File: config.mk
export PLATFORM = sky130hd
export DESIGN_NAME = ps_bc_select_ctrl_p
export DESIGN_NICKNAME = d
export VERILOG_FILES = /design/src/rtl/ps_bc_pkg.sv /design/src/rtl/ps_bc_grp_decode.sv /design/src/rtl/ps_bc_select_ctrl_p.sv
export SDC_FILE = /design/constraint.sdc
export NUM_CORES = 1
export LEC_CHECK = 0
export CAP_MARGIN = 20
export CORE_ASPECT_RATIO = 1.1
export CORE_UTILIZATION = 35
export DETAILED_ROUTE_END_ITERATION = 16
export GPL_TIMING_DRIVEN = 0
export HOLD_SLACK_MARGIN = 0.1
export PLACE_DENSITY = 0.61
export SLEW_MARGIN = 20
export SYNTH_ARGS = -nofsm -noshare
export SYNTH_HDL_FRONTEND = slang
export SYNTH_SLANG_ARGS = --single-unit
File: constraint.sdc
create_clock -name clk -period 2.1 [get_ports clk]
set_input_delay 0.42 -clock clk [delete_from_list [all_inputs] [get_ports clk]]
set_output_delay 0.42 -clock clk [all_outputs]
set_load 0.005 [all_outputs]
File: src/rtl/ps_bc_pkg.sv
`default_nettype none
// ============================================================================
// Package     : ps_bc_pkg
// Description : Shared select encodings, ureg group codes and FSM state type
//               for the program-sequencer bus-connect select control.
// Revision    : 1.0 - initial release
// ============================================================================
package ps_bc_pkg;

    // DRR source select encodings
    localparam logic [1:0] SEL_DREG = 2'b10;
    localparam logic [1:0] SEL_DAG  = 2'b01;
    localparam logic [1:0] SEL_PS   = 2'b00;
    localparam logic [1:0] SEL_NONE = 2'b11;

    // DI source select encodings
    localparam logic [1:0] DI_IMM   = 2'b10;
    localparam logic [1:0] DI_BUS   = 2'b01;
    localparam logic [1:0] DI_DM    = 2'b00;
    localparam logic [1:0] DI_NONE  = 2'b11;

    // Universal-register group codes (upper address field)
    localparam int GRP_DREG  = 0;
    localparam int GRP_PS_A  = 1;
    localparam int GRP_PS_B  = 2;
    localparam int GRP_DAG_A = 6;
    localparam int GRP_DAG_B = 7;

    // Sequencing state
    typedef enum logic [1:0] {
        ST_IDLE     = 2'd0,
        ST_BEAT1    = 2'd1,
        ST_POP_WAIT = 2'd2
    } bc_state_e;

endpackage : ps_bc_pkg
`default_nettype wire

File: src/rtl/ps_bc_grp_decode.sv
`default_nettype none
// ============================================================================
// Module      : ps_bc_grp_decode
// Description : Maps the group field of a universal-register address onto
//               the DRR source select.
// Revision    : 1.0 - initial release
// ============================================================================
module ps_bc_grp_decode
    import ps_bc_pkg::*;
#(
    parameter int UREG_AW = 8,
    parameter int GRP_W   = 4
) (
    input  logic [UREG_AW-1:0] ureg_add_i,
    output logic [1:0]         drr_slct_o
);

    logic [GRP_W-1:0] w_grp;

    assign w_grp = ureg_add_i[UREG_AW-1 -: GRP_W];

    // Group field to DRR source; unlisted groups have no DRR source
    always_comb begin
        drr_slct_o = SEL_NONE;
        if (w_grp == GRP_W'(GRP_DREG)) begin
            drr_slct_o = SEL_DREG;
        end else if ((w_grp == GRP_W'(GRP_DAG_A)) || (w_grp == GRP_W'(GRP_DAG_B))) begin
            drr_slct_o = SEL_DAG;
        end else if ((w_grp == GRP_W'(GRP_PS_A)) || (w_grp == GRP_W'(GRP_PS_B))) begin
            drr_slct_o = SEL_PS;
        end
    end

endmodule : ps_bc_grp_decode
`default_nettype wire

File: src/rtl/ps_bc_select_ctrl_p.sv
`default_nettype none
// ============================================================================
// Module      : ps_bc_select_ctrl_p
// Description : Decodes the current sequencer op into registered DRR-source
//               and DI-source selects for the bus-connect mux. Supports
//               two-beat dual-word transfers, multi-cycle stack pops, stall
//               hold and an optional combinational legacy DRR path.
// Revision    : 1.0 - initial release
// ============================================================================
module ps_bc_select_ctrl_p
    import ps_bc_pkg::*;
#(
    parameter int UREG_AW = 8,
    parameter int GRP_W   = 4,
    parameter int POP_LAT = 1,
    parameter int DW_EN   = 1,
    parameter int DRR_REG = 1
) (
    input  logic               clk,
    input  logic               rst_n,
    input  logic               ps_stall_i,
    input  logic               ps_imminst_i,
    input  logic               ps_popstck_i,
    input  logic               ps_pshstck_i,
    input  logic               ps_dminst_i,
    input  logic               ps_dm_wrb_i,
    input  logic               ps_urgtrnsinst_i,
    input  logic               ps_dw_i,
    input  logic [UREG_AW-1:0] ps_ureg1_add_i,
    input  logic [UREG_AW-1:0] ps_ureg2_add_i,
    output logic [1:0]         ps_bc_drr_slct_o,
    output logic [1:0]         ps_bc_di_slct_o,
    output logic [UREG_AW-1:0] ps_bc_ureg_add_o,
    output logic               ps_bc_beat_o,
    output logic               ps_bc_busy_o
);

    // Pop counter preload: one cycle is spent on the entry edge itself
    localparam logic [3:0] c_pop_cnt_init = 4'(POP_LAT - 1);

    bc_state_e          state_q;
    logic [3:0]         cnt_q;
    logic [UREG_AW-1:0] lat_add_q;
    logic [1:0]         di_q;
    logic [1:0]         drr_q;
    logic [UREG_AW-1:0] ureg_add_q;
    logic               beat_q;

    logic [1:0]         di_d;
    logic [1:0]         drr_d;
    logic [UREG_AW-1:0] ureg_add_d;

    logic [1:0]         w_drr_u1;
    logic [1:0]         w_drr_u2;
    logic [1:0]         w_drr_lat;
    logic               w_sel_pop;
    logic               w_sel_src;
    logic               w_start_dw;

    ps_bc_grp_decode #(.UREG_AW(UREG_AW), .GRP_W(GRP_W)) u_grp_u1 (
        .ureg_add_i (ps_ureg1_add_i),
        .drr_slct_o (w_drr_u1)
    );

    ps_bc_grp_decode #(.UREG_AW(UREG_AW), .GRP_W(GRP_W)) u_grp_u2 (
        .ureg_add_i (ps_ureg2_add_i),
        .drr_slct_o (w_drr_u2)
    );

    // Latched address keeps the group of the first beat for the second beat
    ps_bc_grp_decode #(.UREG_AW(UREG_AW), .GRP_W(GRP_W)) u_grp_lat (
        .ureg_add_i (lat_add_q),
        .drr_slct_o (w_drr_lat)
    );

    // Priority decode of the presented op: imm > pop > DM read > write/push > urgtrns
    always_comb begin
        di_d       = DI_NONE;
        drr_d      = SEL_NONE;
        ureg_add_d = '0;
        w_sel_pop  = 1'b0;
        w_sel_src  = 1'b0;
        if (ps_imminst_i) begin
            di_d = DI_IMM;
        end else if (ps_popstck_i) begin
            di_d      = DI_BUS;
            drr_d     = SEL_DAG;
            w_sel_pop = 1'b1;
        end else if (ps_dminst_i && !ps_dm_wrb_i) begin
            di_d = DI_DM;
        end else if ((ps_dminst_i && ps_dm_wrb_i) || ps_pshstck_i) begin
            di_d       = DI_BUS;
            drr_d      = w_drr_u1;
            ureg_add_d = ps_ureg1_add_i;
            w_sel_src  = 1'b1;
        end else if (ps_urgtrnsinst_i) begin
            di_d       = DI_BUS;
            drr_d      = w_drr_u2;
            ureg_add_d = ps_ureg2_add_i;
            w_sel_src  = 1'b1;
        end
    end

    // Only ureg-sourced ops can be dual-word; imm, pop and DM read stay single-beat
    assign w_start_dw = (DW_EN != 0) && ps_dw_i && w_sel_src;

    // Sequencing FSM, pop counter and registered selects; stall freezes everything
    always_ff @(posedge clk) begin
        if (!rst_n) begin
            state_q    <= ST_IDLE;
            cnt_q      <= '0;
            lat_add_q  <= '0;
            di_q       <= DI_NONE;
            drr_q      <= SEL_NONE;
            ureg_add_q <= '0;
            beat_q     <= 1'b0;
        end else if (!ps_stall_i) begin
            case (state_q)
                ST_IDLE: begin
                    di_q       <= di_d;
                    drr_q      <= drr_d;
                    ureg_add_q <= ureg_add_d;
                    beat_q     <= 1'b0;
                    if (w_start_dw) begin
                        state_q   <= ST_BEAT1;
                        lat_add_q <= ureg_add_d;
                    end else if (w_sel_pop && (POP_LAT > 1)) begin
                        state_q <= ST_POP_WAIT;
                        cnt_q   <= c_pop_cnt_init;
                    end
                end
                ST_BEAT1: begin
                    di_q       <= DI_BUS;
                    drr_q      <= w_drr_lat;
                    ureg_add_q <= lat_add_q ^ UREG_AW'(1);
                    beat_q     <= 1'b1;
                    state_q    <= ST_IDLE;
                end
                ST_POP_WAIT: begin
                    // Pop selects stay on the outputs untouched while counting down
                    cnt_q <= cnt_q - 4'd1;
                    if (cnt_q == 4'd1) begin
                        state_q <= ST_IDLE;
                    end
                end
                default: begin
                    state_q <= ST_IDLE;
                end
            endcase
        end
    end

    generate
        if (DRR_REG != 0) begin : g_drr_reg
            assign ps_bc_drr_slct_o = drr_q;
        end else begin : g_drr_comb
            // Legacy path: DRR leads DI by one cycle while ops are being accepted
            assign ps_bc_drr_slct_o = (state_q == ST_IDLE) ? drr_d : drr_q;
        end
    endgenerate

    assign ps_bc_di_slct_o  = di_q;
    assign ps_bc_ureg_add_o = ureg_add_q;
    assign ps_bc_beat_o     = beat_q;
    assign ps_bc_busy_o     = (state_q != ST_IDLE);

endmodule : ps_bc_select_ctrl_p
`default_nettype wire
==> metrics.md <==
| Metric | Value |
|---|---|
| TritonCTS clock tree | built |
| Register area share after synthesis | 36.8% |
| Synth Area per Inst | 9.00 um2 |
| Synth top area share | 36.8% |
| Worst VDD drop | 0.000183 V |
| Synth Register Bits | 22 |
| Crit Path Max Fanout | 10 |
| Area post-placement | 1630 um2 |
| Cell breakdown of the critical path | clkdlybuf4s50_1 > or4_4 > a2111oi_4 > buf_6 > buf_6 > nand2_2 > o211a_1 |
| Clock Sinks | 22 |
| Comb power frac | 21.6% |
| Final Util | 53.2% |
| Clock slew at reported path FFs | 0.12 ns |
| Critical-path top delay cell | or4_4 |
| Int Pwr | 0.000641 W |
| Sequential share of power | 51.0% |
| Core footprint | 3150 um2 |
| Floorplan row count | 21 |
| WP buf/inv | 3 |
| Vias in the first global route | 1204 |
| Die height | 63.3 um |
| Number of buffers created by CTS | 3 |
| Area Growth Syn to Fin | 40.1% |
| Top_reg_cell synth | dfxtp_1 |
| Worst path arrival time | 2.23 ns |
| Gr usage total | 19.8% |
| Ant. Diodes | 0 |
| CTS Root Buffer Type | clkbuf_4 |
| Final nets | 203 |
| Area leader, netlist | dfxtp_1 |
| Switch Pwr | 0.000223 W |
| # IOs | 40 |
| Hold_buf cts | 0 |
| Post-synth EDFFs | 0 |
| Syn_nets | 159 |
| 1st-pass router iterations | 10 |
| HP Class | flop to flop |
| H-tree levels | 1 |
| Top cells by area, synth | dfxtp_1 37%, o211a_1 6.7%, nand3_1 3.8% |
| CP Launch Type | primary input |
| Starting Density | 38.0% |
| DP HPWL | 2440 um |
| Vias/cell | 5.60 |
| Final min period | 2.02 ns |
| Fmax | 495 MHz |
| Sum of negative setup slack | 0 ns |
| Post-Place Cells | 206 |
| Syn Std Cell Area | 1200 um2 |
| Die width | 57.8 um |
| Final hold violation count | 0 |
| Cells after Synth | 133 |
| Global-route wire length before repair | 5560 um |
| Fin. max-slew vios | 0 |
| Global-route met3 utilization | 2.67% |
| Outcome | complete, but fails checks |
| Non-Filler Instances | 210 |
| Wire length per cell | 15.8 um |
| Max-cap violations | 0 |
| Die area | 3660 um2 |
| Bufs on Longest Clock Path | 2 |
| Slowest stage delay, CP | 0.52 ns |
| Kind of critical path | primary input to flop |
| Final setup vio count | 0 |
| Crit end category | flop |
| Gr ovfl total | 0 |
| Grt peak-use layer | met2 |
| Remaining DRCs | 3 |
| Initial antenna violation count | 0 |
| Met1 GRT Util | 26.1% |
| WP data required | 2.31 ns |
| Power share of the clock group | 27.4% |
| Critical path's top delay family | buffers and inverters |
| Slew margin rel. | 62.5% |
| Final ANT Viol Nets | 0 |
| Failing checks | DRC |
| GPL Wtd Cong | 0.828 |
| Share of layout cells above drive strength 1 | 6.82% |
| Worst-margin pin slew | 0.563 ns |
| Most frequent cell on the critical path | buf_6 |
| Via Count | 1177 |
| Clk_skew | 0.00291 ns |
| Worst-skew pair later-pin latency | 0.30 ns |
| Switching share of power | 25.8% |
| Initial DRC Count | 26 |
| Largest net degree at the start of global routing | 13 |
| Final period util | 96.1% |
| Power Total | 0.000864 W |
| PD cells | 515 nW/um2 |
| Asr flop ratio synth | 0% |
| Final instance area | 1680 um2 |
| Yosys cell types | 38 |
| Synth warn | 0 |
| Drt total wl | 3310 um |
| RSZ-0062 raised after global routing | false |
| Met2 Track Usage GR | 32.0% |
| Port Buf Inserts | 39 |
| LEAKAGE | 0.667 nW |
-- cell usage in the layout (no fill, tap or decap), drive strengths merged, types with 2 or more instances in the layout --
cell / synthesis / routed
a2111oi: 2 / 2
a211o: 4 / 4
a211oi: 2 / 2
a21boi: 5 / 5
a21oi: 6 / 6
a22oi: 5 / 5
a2bb2oi: 3 / 3
and2: 5 / 5
buf: 2 / 3
clkbuf: 6 / 9
clkdlybuf4s50: 0 / 39
dfxtp: 22 / 22
inv: 4 / 4
mux2i: 4 / 4
nand2: 9 / 9
nand2b: 5 / 5
nand3: 9 / 9
nor2: 3 / 3
nor2b: 5 / 5
o211a: 8 / 8
o211ai: 2 / 2
o21a: 2 / 2
o21ai: 5 / 5
o31ai: 2 / 2
or4: 2 / 2
xnor2: 3 / 3
-- worst reg2reg max path, cell delays in order (launching register included) --
cell and delay (ns):
dfxtp_1 0.39, or4_4 0.56, a2111oi_4 0.29, buf_6 0.18
buf_6 0.15, nand2_2 0.05, o211a_1 0.12
-- power groups by stage --
| stage | Sequential [W] | Combinational [W] | Clock, W |
|---|---|---|---|
| after floorplan | 0.000450 | 0.0000845 | 0 |
| after global placement | 0.000450 | 0.000185 | 0 |
| after detailed placement | 0.000450 | 0.000186 | 0 |
| after CTS | 0.000441 | 0.000187 | 0.000243 |
| after global routing | 0.000443 | 0.000205 | 0.000262 |
| final | 0.000441 | 0.000187 | 0.000236 |
-- final timing paths --
check,startpoint,slack (ns),end,cells past startpoint
max,ps_popstck_i,0.08,lat_add_q[0],7
min,ps_bc_di_slct_o[0],0.49,ps_bc_di_slct_o[0],2
max reg2reg,state_q[0],0.26,lat_add_q[0],6
min reg2reg,ps_bc_di_slct_o[0],0.49,ps_bc_di_slct_o[0],2
-- layout make-up --
| class | count | area, um2 |
|---|---|---|
| Buffer | 7 | 35.0 |
| Timing Repair Buffer | 40 | 402 |
| Multi-Input combinational cell | 99 | 707 |
| Inverter | 4 | 15.0 |
| Tap cell | 34 | 42.5 |
| Clock buffer | 4 | 36.3 |
| Sequential cell | 22 | 440 |
| Fill cell | 320 | 1480 |
-- logic make-up after synthesis --
family,count (synthesis),share of synthesized area [%]
XOR/XNOR,3,2.19
buffers and inverters,12,4.49
multiplexers,4,3.34
flip-flops,22,36.8
AND/OR/NAND/NOR,41,18.8
AO/OA/AOI/OAI,51,34.4
-- flip-flops by register name, summed over array words and instances, names as in the netlist --
name / flops
lat_add_q: 8
ps_bc_ureg_add_o: 8
ps_bc_di_slct_o: 2
ps_bc_beat_o: 1
ps_bc_drr_slct_o: 2
state_q: 1
-- cell usage after synthesis, types with 2 or more instances --
master,instances
nand3_1,9
o31ai_1,2
a2bb2oi_1,3
a22oi_1,5
a211oi_1,2
o211a_1,8
o21ai_0,5
a211o_1,4
and2_1,4
a21boi_0,5
dfxtp_1,22
inv_1,4
mux2i_1,4
nand2_1,8
nand2b_1,5
o211ai_1,2
xnor2_1,3
nor2b_1,5
clkbuf_1,6
o21a_1,2
a21oi_1,6
nor2_1,3
-- repair_timing --
| action | 4_1_cts | 5_1_grt |
|---|---|---|
| endpoints found under the setup margin | 1 | 12 |
| pin swaps | 1 | 0 |
| gates resized for setup | 0 | 2 |
| buffers inserted | 1 | 0 |
-- per-layer routing --
layer / part of all wire [%] / wire [um]
met1: 49 / 1630
met2: 44 / 1440
met3: 5.3 / 176
met4: 1.7 / 55
met5: 0 / 0
-- through the flow --
step | hold WS (ns) | worst slack [ns]
2_1_floorplan | 0.467 | 0.355
3_3_place_gp | 0.459 | -0.362
3_5_place_dp | 0.466 | -0.341
4_1_cts | 0.495 | 0.0178
5_1_grt | 0.519 | 0.0207
6_report | 0.487 | 0.0814
No activity file was read; power rests on OpenSTA's default activity.
